<file path="src/rtl/mm_arb.sv">
// -----------------------------------------------------------------------------
// mm_arb : two-requester line arbiter in front of a single memory port.
//
// Requesters 0 and 1 issue line fills (read) or evictions (write). The
// arbiter picks one round-robin in IDLE, latches its command, presents it
// to memory in ISSUE until mm_ready, then for reads waits for the response
// in WAIT_RD under a watchdog. Only one memory transaction is ever in flight.
//
// Ports
//   clk, reset                  clock, synchronous active-low reset
//   cN_a / cN_read / cN_write   requester N address and command (held)
//   cN_writedata                requester N eviction data
//   cN_ready                    pulse: requester N command accepted by memory
//   cN_readdata(_valid)         fill data / pulse for requester N
//   mm_a / mm_read / mm_write   memory command
//   mm_writedata                memory write data
//   mm_readdata(_valid)         memory read response
//   mm_ready                    memory accepts the command this cycle
//   busy                        arbiter not in IDLE
//   err                         pulse: watchdog timeout or stray response
// -----------------------------------------------------------------------------
module mm_arb #(
  parameter int unsigned LINE_BITS = 256,
  parameter int unsigned MAX_WAIT  = 255
) (
  input  logic                 clk,
  input  logic                 reset,

  input  logic [31:0]          c0_a,
  input  logic                 c0_read,
  input  logic                 c0_write,
  input  logic [LINE_BITS-1:0] c0_writedata,
  output logic                 c0_ready,
  output logic [LINE_BITS-1:0] c0_readdata,
  output logic                 c0_readdata_valid,

  input  logic [31:0]          c1_a,
  input  logic                 c1_read,
  input  logic                 c1_write,
  input  logic [LINE_BITS-1:0] c1_writedata,
  output logic                 c1_ready,
  output logic [LINE_BITS-1:0] c1_readdata,
  output logic                 c1_readdata_valid,

  output logic [31:0]          mm_a,
  output logic                 mm_read,
  output logic                 mm_write,
  output logic [LINE_BITS-1:0] mm_writedata,
  input  logic [LINE_BITS-1:0] mm_readdata,
  input  logic                 mm_readdata_valid,
  input  logic                 mm_ready,

  output logic                 busy,
  output logic                 err
);

  localparam int unsigned ADDR_W = 32;
  localparam int unsigned WD_W   = 10;
  localparam logic [WD_W-1:0] WD_LIMIT = WD_W'(MAX_WAIT);

  typedef enum logic [1:0] {
    IDLE    = 2'd0,
    ISSUE   = 2'd1,
    WAIT_RD = 2'd2
  } state_t;

  // Latched command of the granted requester.
  typedef struct packed {
    logic                 id;
    logic                 is_rd;
    logic [ADDR_W-1:0]    a;
    logic [LINE_BITS-1:0] wd;
  } cmd_t;

  state_t          state, state_d;
  cmd_t            cmd_q, cmd_d;
  logic            last_grant, last_grant_d;
  logic [WD_W-1:0] wd_cnt, wd_cnt_d;

  logic req0, req1, pick;

  // State register; reset abandons any in-flight transaction silently.
  always_ff @(posedge clk) begin
    if (!reset) begin
      state      <= IDLE;
      cmd_q      <= '0;
      last_grant <= 1'b1;
      wd_cnt     <= '0;
    end else begin
      state      <= state_d;
      cmd_q      <= cmd_d;
      last_grant <= last_grant_d;
      wd_cnt     <= wd_cnt_d;
    end
  end

  // Next-state and output logic.
  always_comb begin
    state_d           = state;
    cmd_d             = cmd_q;
    last_grant_d      = last_grant;
    wd_cnt_d          = wd_cnt;
    pick              = 1'b0;
    req0              = c0_read | c0_write;
    req1              = c1_read | c1_write;

    c0_ready          = 1'b0;
    c1_ready          = 1'b0;
    c0_readdata_valid = 1'b0;
    c1_readdata_valid = 1'b0;
    c0_readdata       = mm_readdata;
    c1_readdata       = mm_readdata;
    mm_a              = '0;
    mm_read           = 1'b0;
    mm_write          = 1'b0;
    mm_writedata      = '0;
    busy              = 1'b0;
    err               = 1'b0;

    case (state)
      IDLE: begin
        if (req0 | req1) begin
          // Both requesting: favour the one not served last.
          pick        = (req0 & req1) ? ~last_grant : req1;
          cmd_d.id    = pick;
          cmd_d.is_rd = pick ? c1_read : c0_read;
          cmd_d.a     = pick ? c1_a : c0_a;
          cmd_d.wd    = pick ? c1_writedata : c0_writedata;
          state_d     = ISSUE;
        end
        if (mm_readdata_valid) err = 1'b1;
      end

      ISSUE: begin
        busy         = 1'b1;
        mm_a         = cmd_q.a;
        mm_writedata = cmd_q.wd;
        mm_read      = cmd_q.is_rd;
        mm_write     = ~cmd_q.is_rd;
        if (mm_ready) begin
          c0_ready = ~cmd_q.id;
          c1_ready = cmd_q.id;
          if (cmd_q.is_rd) begin
            state_d  = WAIT_RD;
            wd_cnt_d = '0;
          end else begin
            state_d      = IDLE;
            last_grant_d = cmd_q.id;
          end
        end
        if (mm_readdata_valid) err = 1'b1;
      end

      WAIT_RD: begin
        busy = 1'b1;
        // Timeout wins over a response arriving in the same cycle.
        if (wd_cnt == WD_LIMIT) begin
          err          = 1'b1;
          state_d      = IDLE;
          last_grant_d = cmd_q.id;
        end else if (mm_readdata_valid) begin
          c0_readdata_valid = ~cmd_q.id;
          c1_readdata_valid = cmd_q.id;
          state_d           = IDLE;
          last_grant_d      = cmd_q.id;
        end else begin
          wd_cnt_d = wd_cnt + WD_W'(1);
        end
      end

      default: begin
        state_d = IDLE;
      end
    endcase

    // Every output is forced quiet while reset is asserted.
    if (!reset) begin
      c0_ready          = 1'b0;
      c1_ready          = 1'b0;
      c0_readdata_valid = 1'b0;
      c1_readdata_valid = 1'b0;
      c0_readdata       = '0;
      c1_readdata       = '0;
      mm_a              = '0;
      mm_read           = 1'b0;
      mm_write          = 1'b0;
      mm_writedata      = '0;
      busy              = 1'b0;
      err               = 1'b0;
    end
  end

endmodule

</file>
<file path="config.mk">
export PLATFORM = sky130hd
export DESIGN_NAME = mm_arb
export DESIGN_NICKNAME = d
export VERILOG_FILES = /design/src/rtl/mm_arb.sv
export SDC_FILE = /design/constraint.sdc
export NUM_CORES = 1
export LEC_CHECK = 0
export ABC_CLOCK_PERIOD_IN_PS = 2500
export BUFFER_PORTS_ARGS = -buffer_cell sky130_fd_sc_hd__buf_4
export CORE_AREA = 2 2 643 645
export CTS_CLUSTER_SIZE = 25
export DETAILED_ROUTE_END_ITERATION = 6
export DIE_AREA = 0 0 645 647
export PLACE_DENSITY_LB_ADDON = 0.25
export SYNTH_ARGS = -nofsm -noshare
export SYNTH_HDL_FRONTEND = slang
export SYNTH_SLANG_ARGS = --single-unit
</file>
<file path="constraint.sdc">
create_clock -name clk -period 2.5 [get_ports clk]
set_input_delay 0.5 -clock clk [delete_from_list [all_inputs] [get_ports clk]]
set_output_delay 0.5 -clock clk [all_outputs]
set_load 0.05 [all_outputs]
</file>
After elaboration in Yosys (flattened, before gate mapping):

Cells that the tools add are included.

* register bits after elaboration: 303
* bits of input ports: 840
* output and inout bits: 808
* logic and storage cells: 82

* add/subtract/negate cells: 1
* equality and inequality tests: 10
* multiplexer cells: 49
* bitwise operators: 7
* reduce and logical (&&, ||, !) cells: 8

Operators by type and width (number)
* two-way mux 256 bit: 4
* two-way mux 32 bit: 3
* two-way mux 10 bit: 4
* two-way mux 1 bit: 29
* case mux 10 bit (2 select lines): 1
* inequality test 2 bit, second input constant: 6
* adder 10 x 1 -> 10 bit, second input constant: 1
* equality test 10 x 8 -> 1 bit, second input constant: 1
* two-way mux 2 bit: 5
* case mux 2 bit (3 select lines): 1
* AND reduction 5 bit: 1
* case mux 1 bit (2 select lines): 2
* AND reduction 4 bit: 1
* OR reduction 2 bit: 2
* inequality test 3 bit, second input constant: 1
* NOT 1 bit: 3
* bitwise OR 1 bit: 3
* AND reduction 3 bit: 1
* equality test 2 x 1 -> 1 bit, second input constant: 1
* equality test 2 bit, second input constant: 1
* logical NOT 2 bit: 1
* AND reduction 2 bit: 1
* nonzero test 2 bit: 1
* bitwise AND 1 bit: 1

Depth between registers and ports, before layout:

* depth after elaboration: 5
* gate-level depth with buffers: 8
* depth with buffers taken out: 6

Least setup slack after synthesis:

OpenSTA, ideal clock, no wires.

* path type: register to output
* start point: reg state[1]
* end point: out err
* arrival time: 2225 ps
* data required time: 2000 ps
* path slack: -225 ps
* cell stages (with the launch flop): 7
* path buffers: 2
* cells stage by stage: dfxtp_1 > inv_1 > ha_1 > clkbuf_1 > clkbuf_1 > o21ai_0 > a211oi_1

* word-level cells in the longest chain between the ends: 4
* elaborated cells on any way between the ends: 6
* those cells by class: eq/ne: 2; mux: 2; reduce/logical: 2

RTL lines
* from (decl): RTL line 75 `state_t state, state_d;`
* from (signal assigned): RTL line 90 `state <= state_d;`
* equality test 2 x 1 -> 1 bit or logical NOT 2 bit (tied branches): RTL line 120 `case (state)`
* OR reduction 2 bit (no source line)
* case mux 1 bit (2 select lines) *: RTL line 120
* two-way mux 1 bit *: RTL line 177 `if (!reset) begin`
* to (decl): RTL line 54 `output logic err`

Mark *: on every way between the ends. The rest lies on a longest branch, timed or not.

Final worst setup path:

* start point: reg state[1]
* end point: out mm_writedata[188]

* word-level cells in the longest chain between the ends: 3

RTL lines
* equality test 2 x 1 -> 1 bit: RTL line 120
* two-way mux 256 bit: RTL line 120
* two-way mux 256 bit: RTL line 177
* to (decl): RTL line 48 `output logic [LINE_BITS-1:0] mm_writedata,`

No other way between the ends.

==> impl_metrics.toml <==
[synth]
synth-simple-area-share_pct = 35.5
synth_edf_count = 0
synth_nets = 3461
synthMuxAreaShare_pct = 0.0513
avgSynthCellArea_um2 = 7.47
yosys-top-cells-count = "nand2_1, dfxtp_1, nor2_1"
synthesis.area_mm2 = 0.0195
yosysUniqueCellTypes = 48
async_flop_share_pct = 0
ys.flop_type = "dfxtp_1"
synth_most_common_cell = "nand2_1"
synth_top_family_by_area = "simple AND/OR/NAND/NOR gates"
synth_fa_ha_area_share_pct = 0.320
synth_compound_area_share_pct = 17.5
synthTopCellsByArea = "dfxtp_1, nand2_1, buf_4"
yosys_warnings = 0
synth_cells = 2616
yosysTopAreaCell = "dfxtp_1"
synth-xor-area-share_pct = 0
synth_top_area_share_pct = 31.1
ys_ff_latch = 303
ys_seq_area_share_pct = 31.1

[timing]
finalHoldViolations = 0
max_freq_mhz = 366
tightest_slew_ps = 914
fin_crit_ps = 2730
setup_violations = 295
finalWorstSetupSlack_ps = -230
rsz0062_at_grt = "yes"
fin_skew_ps = 46.0
report.final.slew_viol_count = 0
max-slew-margin-rel_pct = 39.1
fin_crit_sh_pct = 109

[placement]
dpl.hpwl_um = 251000
numPortBuffers = 1647
place.gp.congestion = 0.997
place_worst_setup_slack_ps = -185
place_area_mm2 = 0.0383

[die]
die_w_um = 645
dieArea_mm2 = 0.417
rows = 236
initial_utilization_pct = 4.75
die_h_um = 647
core_area_mm2 = 0.411
io_pins = 1648

[status]
outcome = "finished with violations"
violations = "negative setup slack"

[min_path]
hp-class = "in -> reg"

[detailed_routing]
drt_iter0_drc = 1742
drt_pre_antenna_iters = 5
routedWlPerCell_um = 30.0
viasPerCell = 2.81
vias = 27100
drc_errors = 0
detail_route.wirelength_um = 289000
ant_nets = 0

[clocking]
cts_tree = "built"
numCtsBuffers = 46
cts.sinks = 303
cts_root_buffer = "clkbuf_16"
max-clock-path-buffers = 3
clk_pin_slew_ps = 60
htreeDepth = 2
clk_latency_ps = 690

[worst_setup_path]
critPathSlowestCell = "dfxtp_4"
cp_max_fo = 12
crit_type = "reg -> out"
end_kind = "output port"
crit_required_ps = 2000
startpoint_type = "flop"
crit_chain = "inv_4 -> ha_4 -> buf_12 -> buf_16 -> clkbuf_16 -> and3_1 -> buf_6"
cpPeakStageDelay_ps = 370
cp.arrival_ps = 2230

[finish]
syn_to_final_growth_pct = 133
layout-drive-gt1-share_pct = 56.2
final_area_mm2 = 0.0455
fin_nets = 4961

[global_routing]
grt_max_degree = 108
antenna_found_initial = 163
grtUsageTotal_pct = 12.9
gr-total-overflow = 0
grt_pass1_wl_um = 340000
grt_pass1_vias = 26400

[pwr]
ir_drop_mv = 0.482
leakage_nw = 18.8
pwr_density_cell_mw_per_mm2 = 612

[job]
maxCapViolations = 0
==> flip-flops by register name, summed over array words and instances, names as in the netlist <==
name        flops
wd_cnt         10
last_grant      1
state           2
cmd_q         290
==> power by group <==
| group | switching, W | internal [W] | total (W) | leakage [nW] |
|---|---|---|---|---|
| Sequential | 0.00163 | 0.00574 | 0.00737 | 2.52 |
| Combinational | 0.00820 | 0.00537 | 0.0136 | 15.6 |
| Clock | 0.00302 | 0.00387 | 0.00689 | 0.737 |
==> critical path, delay by kind of cell (launching register included) <==
kind / cells / cell delay [ps]
adders and majority gates: 1 / 190
buffers and inverters: 5 / 770
DFF: 1 / 370
and+or+nand+nor: 1 / 180
==> timing repair <==
action / in CTS / in global routing
endpoints found under the setup margin: 298 / 312
pin swaps: 24 / 13
gates cloned: 16 / 23
endpoints found under the hold margin: 52 / 0
hold buffers: 85 / 0
gates resized for setup: 468 / 418
buffers inserted: 21 / 21
==> layout by cell type, fill, tap and decap left out, drive strengths merged, types with 10 or more instances in the layout <==
cell type,synthesis,routed
dfxtp,303,303
clkbuf,173,85
and3,292,292
diode,0,19
inv,5,10
nor2,296,296
a311oi,288,288
nand2,585,585
dlygate4sd3,0,85
buf,340,1861
and2,261,261
==> cell type report <==
type	count	area (um2)
Inverter	6	37.5
Clock buffer	66	1350
Timing Repair Buffer	1965	19100
Antenna cell	19	47.5
Multi-Input combinational cell	1794	11800
Clock inverter	18	165
Sequential cell	303	6090
Fill cell	47700	366000
Tap cell	5474	6850
==> per-layer routing <==
layer  track usage (%)  part of all wire [%]
met5                 0                  0.26
met4              3.51                   3.5
met3              4.37                   8.4
met2              22.9                    49
met1              14.6                    38
==> kinds of logic (layout without fill, tap and decap cells) <==
kind of cell / Yosys count / count (layout)
buffers and inverters: 519 / 2055
AO/OA/AOI/OAI: 331 / 331
multiplexers: 1 / 1
AND/OR/NAND/NOR: 1457 / 1457
adder cells (fa/ha/maj): 5 / 5
other: 0 / 19
flip-flops: 303 / 303
==> through the flow <==
stage / total power (W) / util, % / hold slack, ps / std cells / TNS, ps
after floorplan: 0.0123 / - / 460 / 2616 / 0
after global placement: 0.0189 / 9.32 / 481 / 9383 / -434
after detailed placement: 0.0189 / 9.32 / 489 / 9383 / -460
after CTS: 0.0274 / 10.5 / 0.0341 / 9586 / -74860
after global routing: 0.0291 / 11.1 / 47.5 / 9634 / -75210
final: 0.0278 / 11.1 / 105 / 9645 / -42490
==> final timing paths <==
kind,to,slack (ps),from,depth (start not counted)
setup / recovery,mm_writedata[188],-230,state[1],7
hold / removal,cmd_q[200],110,c0_writedata[200],3
setup reg to reg,wd_cnt[2],-50,state[1],10
hold reg to reg,wd_cnt[7],490,wd_cnt[7],1
No activity file was read; power rests on OpenSTA's default activity.
